**src/rtl/fib_unit.sv**
```systemverilog
`default_nettype none
// ============================================================================
// Module      : fib_unit
// Description : Iterative Fibonacci engine. Captures index n on an accepted
//               start, performs one W-bit addition per clock and presents
//               F(n) (wrapped, or saturated when FIB_SAT_EN is defined) with
//               a true-value overflow flag and a one-cycle done pulse.
// Options     : FIB_SAT_EN - saturate result to all-ones when F(n) >= 2^W.
// Revision    : 1.0 - initial release
// ============================================================================
module fib_unit #(
  parameter int W = 16
) (
  input  logic         clk,
  input  logic         rst_b,
  input  logic         start,
  input  logic [W-1:0] n,
  output logic         busy,
  output logic         done,
  output logic [W-1:0] result,
  output logic         ovf
);

  typedef enum logic [1:0] {
    IDLE = 2'd0,
    RUN  = 2'd1,
    DONE = 2'd2
  } state_t;

  state_t       state_q, state_d;
  logic [W-1:0] a_q, a_d;
  logic [W-1:0] b_q, b_d;
  logic [W-1:0] cnt_q, cnt_d;
  logic         a_ovf_q, a_ovf_d;
  logic         b_ovf_q, b_ovf_d;
  logic [W-1:0] result_q, result_d;
  logic         ovf_q, ovf_d;

  // Extra MSB holds the carry-out of a+b, which feeds the overflow tracking.
  logic [W:0]   sum;

  // One W-bit adder shared by every RUN step.
  assign sum = {1'b0, a_q} + {1'b0, b_q};

  // State, accumulators and result registers; reset discards any computation.
  always_ff @(posedge clk or negedge rst_b) begin
    if (!rst_b) begin
      state_q  <= IDLE;
      a_q      <= '0;
      b_q      <= '0;
      cnt_q    <= '0;
      a_ovf_q  <= 1'b0;
      b_ovf_q  <= 1'b0;
      result_q <= '0;
      ovf_q    <= 1'b0;
    end else begin
      state_q  <= state_d;
      a_q      <= a_d;
      b_q      <= b_d;
      cnt_q    <= cnt_d;
      a_ovf_q  <= a_ovf_d;
      b_ovf_q  <= b_ovf_d;
      result_q <= result_d;
      ovf_q    <= ovf_d;
    end
  end

  // Next-state and datapath update; everything holds unless a step applies.
  always_comb begin
    state_d  = state_q;
    a_d      = a_q;
    b_d      = b_q;
    cnt_d    = cnt_q;
    a_ovf_d  = a_ovf_q;
    b_ovf_d  = b_ovf_q;
    result_d = result_q;
    ovf_d    = ovf_q;

    case (state_q)
      IDLE: begin
        if (start) begin
          a_d     = '0;
          b_d     = W'(1);
          cnt_d   = n;
          a_ovf_d = 1'b0;
          b_ovf_d = 1'b0;
          state_d = RUN;
        end
      end

      RUN: begin
        if (cnt_q != '0) begin
          // a/b hold F(i)/F(i+1); each flag records whether the true value
          // reached 2^W, so a wrap of b alone never taints the result for n.
          a_d     = b_q;
          b_d     = sum[W-1:0];
          cnt_d   = cnt_q - W'(1);
          b_ovf_d = b_ovf_q | a_ovf_q | sum[W];
          a_ovf_d = b_ovf_q;
        end else begin
`ifdef FIB_SAT_EN
          result_d = a_ovf_q ? {W{1'b1}} : a_q;
`else
          result_d = a_q;
`endif
          ovf_d   = a_ovf_q;
          state_d = DONE;
        end
      end

      DONE: begin
        state_d = IDLE;
      end

      default: begin
        state_d = IDLE;
      end
    endcase
  end

  assign busy   = (state_q != IDLE);
  assign done   = (state_q == DONE);
  assign result = result_q;
  assign ovf    = ovf_q;

endmodule
`default_nettype wire

```
**config.mk**
```make
export PLATFORM = sky130hd
export DESIGN_NAME = fib_unit
export DESIGN_NICKNAME = d
export VERILOG_FILES = /design/src/rtl/fib_unit.sv
export SDC_FILE = /design/constraint.sdc
export NUM_CORES = 1
export LEC_CHECK = 0
export CAP_MARGIN = 20
export CORE_AREA = 8 8 114 116
export DETAILED_ROUTE_END_ITERATION = 16
export DIE_AREA = 0 0 122 124
export PLACE_DENSITY = 0.64
export SYNTH_ARGS = -nofsm -noshare
export SYNTH_HDL_FRONTEND = slang
export SYNTH_SLANG_ARGS = --single-unit
```
**constraint.sdc**
```tcl
create_clock -name clk -period 3.5 [get_ports clk]
set_input_delay 1.05 -clock clk [delete_from_list [all_inputs] [get_ports clk]]
set_output_delay 1.05 -clock clk [all_outputs]
set_load 0.1 [all_outputs]
```
==> results_dict.tcl, run 1 <==
set metrics [dict create \
    worst_pin_slew_ps 939.1 \
    root_buffer "clkbuf_16" \
    relSlewSlack 0.3719 \
    clockBufferDepth 2 \
    drv_slew 0 \
    cp.required_ps 3720 \
    overflow 0 \
    async_reset_ff_frac 1.000 \
    ctsHtreeMaxLevel 3 \
    port_buffers 37 \
    clock.fmax_ghz 0.4261 \
    stdcell_count 593 \
    drt_first_pass_iters 4 \
    path_clk_slew_ps 50 \
    powerDensity_nw_per_um2 904.4 \
    grt_pass1_vias 3186 \
    critPathArrivalTime_ps 2560 \
    pin_count 38 \
    die_area_um2 15130 \
    fill_cells 1117 \
    hold_buffers 0 \
    syn_area_per_cell_um2 9.350 \
    p_leak_nw 2.061 \
    vias 3046 \
    cp-end-kind "register" \
    setup_viol 0 \
    worstSetupPathType "register to register" \
    status "completed" \
    cts_setup_buffers 0 \
    cts_tree "done" \
    cap_violations 0 \
    grt_usage 0.1228 \
    num_rows 39 \
    rsz0062_at_grt "false" \
    antenna_found_initial 1 \
    drive_gt1_frac 0.1511 \
    syn_area_um2 3834 \
    diodes 0 \
    ant_nets 0 \
    clock_latency_ps 330 \
    drc 0 \
    fin_skew_ps 8.005 \
    synth_edf_count 0 \
    core_area_um2 11170 \
    synth_nets 448 \
    post_drt_wl_per_cell_um 14.41 \
    synthToLayoutAreaGrowth_pct 19.39 \
    grt_start_max_net_pins 38 \
    start_util 0.3431 \
    place.gp.congestion 0.8666 \
    place_inst 579 \
    ir_drop_mv 0.3793 \
    hold_viol 0 \
    cts_made_buffers 9 \
    finalCriticalPeriod_ps 2347 \
    worstSetupStartpointType "register" \
    initialDrtViolationCount 179 \
    cts.repair.resized 0 \
    numClockSinks 69 \
    setup-tns-final_ps 0 \
    yosysSeqAreaShare 0.4504 \
    worst-path-max-fanout 4 \
    synthCells 410 \
    period_share 0.6705 \
    die_y_um 124 \
    yosys_register_bits 69 \
    wl_mm 8.543 \
    hold_class "register to register" \
    ys_types 53 \
    yosysWarningCount 0 \
    ys.flop_type "dfrtp_1" \
    viasPerCell 5.137 \
    die_w_um 122 \
    nets 485 \
    grt_pass1_wl_mm 15.04 \
    place_hpwl_mm 6.053 \
]
-- area by class of cell --
cell class / count / area (um^2) / share of cell area
clock buffers: 12 / 256.5 / 0.05604
clock inverters: 2 / 10.01 / 0.002187
multi-input cells: 313 / 1984 / 0.4336
repair buffers: 44 / 382.9 / 0.08365
well taps: 143 / 178.9 / 0.03909
flip-flops and latches: 69 / 1727 / 0.3773
inverters: 10 / 37.54 / 0.008201
-- per-stage QoR --
step	setup slack (ps)	hold WS [ps]	cell area, um^2	utilization	power, mW
floorplan	722.6	449.5	3834	-	2.890
global placement	916.9	472.8	4310	0.3857	3.251
detailed placement	884.1	479.0	4310	0.3857	3.323
CTS	1156	492.3	4577	0.4096	4.177
global route	928.1	521.6	4577	0.4096	4.548
finish	1153	490.1	4577	0.4096	4.139
-- worst max-delay path, stage by stage, from the launching register on --
cell	delay, ps
dfrtp_1	390
inv_1	130
ha_1	200
or3b_2	500
nor3_1	400
nand2_1	130
nor2_1	170
a31oi_1	110
o22a_1	200
-- cells by family (layout without fill, tap and decap cells) --
| family | Yosys count | count (layout) | synth area share |
|---|---|---|---|
| AOI/OAI and AO/OA | 107 | 107 | 0.1772 |
| DFF | 69 | 69 | 0.4504 |
| xor gates and xnor gates | 11 | 11 | 0.02513 |
| and+or+nand+nor | 158 | 158 | 0.1978 |
| buffers and inverters | 28 | 68 | 0.03264 |
| adders and majority gates | 19 | 19 | 0.06397 |
| muxes | 18 | 18 | 0.05287 |
-- worst paths after layout --
path                            depth (start not counted)         to     start  slack (ps)
min in group asynchronous                               1     a_q[2]     rst_b         780
max in group asynchronous                               2   cnt_q[4]     rst_b        2050
worst max-delay path                                    8  cnt_q[14]  cnt_q[0]        1150
worst min register to register                          2    b_ovf_q   b_ovf_q         490
worst max register to register                          8  cnt_q[14]  cnt_q[0]        1150
worst min-delay path                                    2    b_ovf_q   b_ovf_q         490
-- power by group --
group          internal (mW)  switching, mW  leakage (nW)
logic                  0.889           1.07          1.08
registers               1.10          0.263         0.844
clock network          0.507          0.312         0.134
-- cells in the mapped netlist (3+ instances only) --
cell type / count / area share
nand2_1: 57 / 0.056
a31oi_1: 6 / 0.0098
o22a_1: 5 / 0.011
mux2_2: 18 / 0.053
dfrtp_1: 69 / 0.45
nor3_1: 10 / 0.013
nor2b_1: 3 / 0.0049
o22ai_1: 3 / 0.0049
ha_1: 18 / 0.059
nand2b_1: 9 / 0.015
clkbuf_1: 7 / 0.0069
o211ai_1: 4 / 0.0078
a22o_1: 3 / 0.0069
a21oi_1: 29 / 0.038
xnor2_1: 7 / 0.016
o21a_1: 3 / 0.0059
inv_1: 9 / 0.0088
xor2_1: 4 / 0.0091
a211oi_1: 9 / 0.018
buf_2: 7 / 0.0091
nor2_1: 28 / 0.027
nand3_1: 32 / 0.042
o21ai_0: 24 / 0.031
o31ai_1: 4 / 0.0078
or3_1: 4 / 0.0065
-- metal layers --
| layer | up-vias | global-route usage | share of wire |
|---|---|---|---|
| met5 | - | 0 | 0.0012 |
| met4 | 2 | 0.03238 | 0.0089 |
| met3 | 10 | 0.04170 | 0.047 |
| met2 | 46 | 0.2094 | 0.49 |
| met1 | 1445 | 0.1449 | 0.45 |
| li1 | 1543 | - | - |
-- flip-flops by register name, indices dropped and copies added (netlist names) --
| signal | cells |
|---|---|
| ovf | 1 |
| b_q | 16 |
| a_q | 16 |
| cnt_q | 16 |
| result | 16 |
| b_ovf_q | 1 |
| state_q | 2 |
| a_ovf_q | 1 |
-- cells in the final DEF, fill, tap and decap left out, types with 2 or more instances in the layout --
master and n:
o21ai_1 2, a21oi_1 29, o2bb2ai_1 2, nand3b_1 2
nor2b_1 2, a31oi_1 6, xor2_1 4, or3_1 4
xnor2_1 7, and3_1 2, o211ai_1 4, o22a_1 5
nand2_1 57, ha_1 18, nand3_1 32, o21a_1 3
a21o_1 2, or2_2 2, o21bai_1 2, nor2_1 28
o21ai_0 24, o31ai_1 4, clkinv_2 2, dfrtp_1 69
a22o_1 3, a211oi_1 9, mux2_2 18, and2_1 2
clkdlybuf4s50_1 17, clkbuf_8 2, a211o_1 2, clkbuf_16 9
nand2b_1 9, o22ai_1 3, inv_1 9, buf_4 25
nor3_1 10
Note: power is estimated with default switching activity, not from simulation.
==> run 2: changes to the inputs <==
PLACE_DENSITY = 0.66   (was 0.64)
clock period = 2.1 ns   (was 3.5 ns; I/O delays follow)
==> run 2 against run 1 <==
Net effect: power up 85%; combinational power grew 96%; clock-buffer cell count unchanged; first-iteration DRC count is 1.7% lower; fmax up 13%; final area up 13%; global-route usage is 0.58 points higher; clock skew is 0.77 ps lower; worst setup slack worse by 1100 ps; routed wire length up 6.0%; critical endpoint is now b_q[14].
==> results_dict.tcl, run 2 (synthesized netlist as in run 1, its figures left out) <==
set metrics [dict create \
    diodes 0 \
    num_rows 39 \
    setup_viol 0 \
    worst-path-max-fanout 3 \
    drv_slew 0 \
    met2_usage 0.2299 \
    p_leak_nw 2.298 \
    grt_pass1_vias 3500 \
    combPwrFrac 0.501 \
    initialDrtViolationCount 176 \
    critPathArrivalTime_ps 2300 \
    core_area_um2 11170 \
    wl_mm 9.052 \
    power_mw 7.675 \
    place_hpwl_mm 6.413 \
    antenna_found_initial 0 \
    drive_gt1_frac 0.2380 \
    cts_made_buffers 9 \
    worstSetupStartpointType "register" \
    grt_use_met3 0.03354 \
    ctsHtreeMaxLevel 3 \
    die_y_um 124 \
    vias 3285 \
    fin_ws_ps 19.19 \
    port_buffers 37 \
    viasPerCell 5.281 \
    hold_ws_ps 315.8 \
    cts_tree "done" \
    clock.fmax_ghz 0.4806 \
    relSlewSlack 0.7486 \
    final_cell_mix "69 x dfrtp_1, 57 x nand2_1, 32 x nand3_1, 31 x buf_4" \
    cap_violations 0 \
    grt_util_met1 0.1459 \
    utilization 0.4613 \
    ant_nets 0 \
    powerDensity_nw_per_um2 1489 \
    place.gp.congestion 0.8646 \
    die_area_um2 15130 \
    drt_first_pass_iters 4 \
    path_clk_slew_ps 60 \
    start_util 0.3431 \
    grt_start_max_net_pins 70 \
    grt_usage 0.1285 \
    final_common_cell "dfrtp_1" \
    synthToLayoutAreaGrowth_pct 34.46 \
    hold_class "input port to asynchronous set/reset pin" \
    final_area_um2 5155 \
    switchingPower_mw 3.022 \
    nets 512 \
    hold_viol 0 \
    p_int_mw 4.652 \
    worstSetupPathType "register to register" \
    numClockSinks 69 \
    rsz0062_at_grt "true" \
    drc 0 \
    fin_skew_ps 7.234 \
    hold_buffers 0 \
    post_drt_wl_per_cell_um 14.55 \
    clockBufferDepth 2 \
    pin_count 38 \
    grt_pass1_wl_mm 15.89 \
    clock_latency_ps 330 \
    status "completed" \
    ir_drop_mv 0.5823 \
    period_share 0.9909 \
    die_w_um 122 \
    cp.required_ps 2320 \
    overflow 0 \
    sequentialPowerShare 0.295 \
    reg2reg_slack_ps 20 \
    root_buffer "clkbuf_16" \
    worst_pin_slew_ps 377.0 \
    busiest_layer "met2" \
    pre_cts_slack_ps -100.0 \
    finalCriticalPeriod_ps 2081 \
    clockPowerShare 0.204 \
    cp-end-kind "register" \
    place_area_um2 4728 \
    switching_share 0.3938 \
]
==> run 2: worst paths after layout <==
kind	start	cells past startpoint	to
min in group clk	b_q[10]	2	a_q[10]
worst max-delay path	b_q[7]	7	b_q[14]
max in group asynchronous	rst_b	2	a_q[10]
worst max register to register	b_q[7]	7	b_q[14]
worst min-delay path	rst_b	2	a_q[3]
worst min register to register	b_q[10]	2	a_q[10]
==> run 2: power groups by stage <==
| stage | clock, mW | sequential [mW] | combinational, mW |
|---|---|---|---|
| global placement | 0 | 2.24 | 3.40 |
| detailed placement | 0 | 2.27 | 3.52 |
| CTS | 1.60 | 2.25 | 3.61 |
| finish | 1.57 | 2.26 | 3.84 |
| floorplan | 0 | 2.16 | 2.66 |
| global route | 1.66 | 2.33 | 4.29 |
==> run 2: final cells by class <==
class                           count  area [um^2]
Clock inverter                      4        45.04
Clock buffer                       12        266.5
Fill cell                        1039         6020
Tap cell                          143        178.9
Inverter                           10        37.54
Multi-Input combinational cell    313         2061
Sequential cell                    69         1727
Timing Repair Buffer               71        839.6
==> run 2: critical path: stages (launching register included) <==
cell and delay (ps):
dfrtp_1 400, ha_1 330, a211o_1 280, or3_1 330, o21ai_2 240, o21ai_2 90
xnor2_1 130, a22o_1 170
==> run 2: metal layers <==
| metal | up-vias | routed length, um |
|---|---|---|
| met1 | 1606 | 3879 |
| li1 | 1602 | - |
| met5 | - | 0 |
| met2 | 67 | 4639 |
| met3 | 10 | 436 |
| met4 | 0 | 95 |
==> run 2: repair_timing <==
item                                    in CTS  in global routing
gates resized for setup                      5                 20
buffers inserted                             0                  5
endpoints found under the setup margin       5                 26
pin swaps                                    0                  9
==> run 2: through the flow <==
stage | TNS, ps | std cells
2_1_floorplan | 0 | 410
3_3_place_gp | 0 | 601
3_5_place_dp | -281.8 | 601
4_1_cts | 0 | 617
5_1_grt | -214.9 | 622
6_report | 0 | 622
==> run 3: changes to the inputs <==
ABC_AREA = 1   (was default)
CORE_AREA = 8 8 118 120   (was 8 8 114 116)
DIE_AREA = 0 0 126 128   (was 0 0 122 124)
==> run 3 against run 2 <==
Net effect: register-to-register slack better by 240 ps; core utilization down 3.8 points; sequential cell count unchanged; critical path depth up 3; critical path type unchanged.
==> results_dict.tcl, run 3 <==
set metrics [dict create \
    cts_made_buffers 9 \
    critPathSlowestCell "dfrtp_1" \
    synth_common_cells "180 x nand2_1, 84 x inv_1, 69 x dfrtp_1" \
    grt_pass1_wl_mm 16.97 \
    relSlewSlack 0.7444 \
    critPathBufInv 3 \
    place.gp.congestion 0.8812 \
    ys.flop_type "dfrtp_1" \
    power_mw 8.958 \
    synth.most_common_cell "nand2_1" \
    ir_drop_mv 0.4893 \
    cts_tree "done" \
    root_buffer "clkbuf_16" \
    die_y_um 128 \
    pre_cts_slack_ps 203.8 \
    hold_buffers 0 \
    clockBufferDepth 2 \
    ys_types 34 \
    ant_nets 0 \
    syn_area_um2 4158 \
    ctsHtreeMaxLevel 3 \
    yosysWarningCount 0 \
    reg2reg_slack_ps 260 \
    antenna_found_initial 0 \
    worstSetupPathType "register to register" \
    post_drt_wl_per_cell_um 13.09 \
    critPathArrivalTime_ps 2060 \
    async_reset_ff_frac 1.000 \
    initialDrtViolationCount 259 \
    fin_ws_ps 261.3 \
    setup_viol 0 \
    clock.fmax_ghz 0.5439 \
    grt_pass1_vias 3791 \
    grt_start_max_net_pins 70 \
    synthToLayoutAreaGrowth_pct 24.38 \
    drv_slew 0 \
    numClockSinks 69 \
    final_cell_mix "180 x nand2_1, 84 x inv_1, 69 x dfrtp_1, 50 x nand3_1, 42 x nor2_1" \
    drive_gt1_frac 0.1055 \
    overflow 0 \
    place_hpwl_mm 7.247 \
    diodes 0 \
    utilization 0.4236 \
    yosysSeqAreaShare 0.4153 \
    slowest_delay_ps 390 \
    status "completed" \
    p_leak_nw 2.665 \
    viasPerCell 4.803 \
    nets 650 \
    cp_cell_sequence "inv_1 > ha_1 > nand2_1 > nor2_2 > nand2_2 > nand2_4 > buf_4 > inv_2 > nand3_1 > nand2_1" \
    synth_nets 610 \
    yosys-top-cells-area "dfrtp_1 42%, nand2_1 16%, inv_1 7.6%" \
    synthCells 572 \
    worstSetupStartpointType "register" \
    grt_usage 0.1278 \
    path_clk_slew_ps 60 \
    rsz0062_at_grt "false" \
    cp-end-kind "register" \
    worst_pin_slew_ps 383.4 \
    worst-path-max-fanout 17 \
    wl_mm 10.03 \
    critical_path.top_delay_family "simple AND/OR/NAND/NOR gates" \
    final_common_cell "nand2_1" \
    port_buffers 37 \
    start_util 0.3405 \
    hold_viol 0 \
    die_area_um2 16130 \
    die_w_um 126 \
    synth_top_area_share 0.4153 \
    fin_skew_ps 5.434 \
    pin_count 38 \
    crit_top_cell "nand2_1" \
    num_rows 41 \
    synth.largest_area_cell "dfrtp_1" \
    period_share 0.8756 \
    vias 3679 \
    synth_edf_count 0 \
    powerDensity_nw_per_um2 1732 \
    hold_ws_ps 311.6 \
    cts.repair.resized 0 \
    clock_latency_ps 340 \
    cap_violations 0 \
    hold_class "input port to asynchronous set/reset pin" \
    drt_first_pass_iters 4 \
    cp.required_ps 2320 \
    drc 0 \
    finalCriticalPeriod_ps 1839 \
    core_area_um2 12210 \
    cts_setup_buffers 0 \
    setup-tns-final_ps 0 \
    yosys_register_bits 69 \
    syn_area_per_cell_um2 7.269 \
]
-- run 3: changes by cell type after synthesis, sizes merged, moves of 8 or more --
cell and change:
a211oi -9, nor2 +19, mux2 -18, nand2b -9, inv +75, nand3 +19
a21oi -18, o21ai +21, o22ai +8, nand2 +125
-- run 3: worst paths after layout --
check	from	to	cells after the start
min in group clk	cnt_q[4]	cnt_q[4]	2
worst min-delay path	rst_b	result[0]	2
max in group asynchronous	rst_b	cnt_q[8]	2
worst max-delay path	cnt_q[0]	b_q[10]	10
worst max register to register	cnt_q[0]	b_q[10]	10
worst min register to register	cnt_q[4]	cnt_q[4]	2
-- run 3: worst register-to-register path, delay by kind of cell, from the launching register on --
family                   cells  cell delay (ps)
buffers and inverters        3              530
AND/OR/NAND/NOR              6              640
adder cells (fa/ha/maj)      1              180
flip-flops                   1              390
-- run 3: layer usage --
metal | vias to the layer above | GRT usage | wire, um
met1 | 1739 | 0.1475 | 4643
met4 | 0 | 0.06299 | 144
li1 | 1887 | - | -
met5 | - | 0 | 0
met2 | 41 | 0.2238 | 4907
met3 | 12 | 0.02371 | 333
-- run 3: through the flow --
| step | cell area, um^2 | cells |
|---|---|---|
| after global placement | 4903 | 751 |
| after global routing | 5171 | 766 |
| after floorplan | 4160 | 572 |
| final | 5171 | 766 |
| after CTS | 5171 | 766 |
| after detailed placement | 4903 | 751 |
-- run 3: kinds of logic (layout without fill, tap and decap cells) --
logic type	after synthesis	in the layout	synth area share
flip-flops	69	69	0.4153
AND/OR/NAND/NOR	300	300	0.3048
XOR/XNOR	6	6	0.01264
AO/OA/AOI/OAI	76	76	0.1032
buffers and inverters	102	146	0.1050
adder cells (fa/ha/maj)	19	19	0.05898
-- run 3: where the power goes --
group / switching, mW / total [mW] / leakage [nW] / internal, mW
clock: 0.574 / 1.39 / 0.127 / 0.820
sequential: 0.413 / 2.33 / 0.837 / 1.92
combinational: 3.24 / 5.24 / 1.70 / 1.99
-- run 3: area by class of cell --
class	count	area (um^2)
clock buffer	11	242.7
inverter	85	319.1
fill	1219	7038
sequential	69	1727
timing repair buffer	46	673.1
multi-input combinational	401	1997
tap	150	187.7
clock inverter	4	25.02
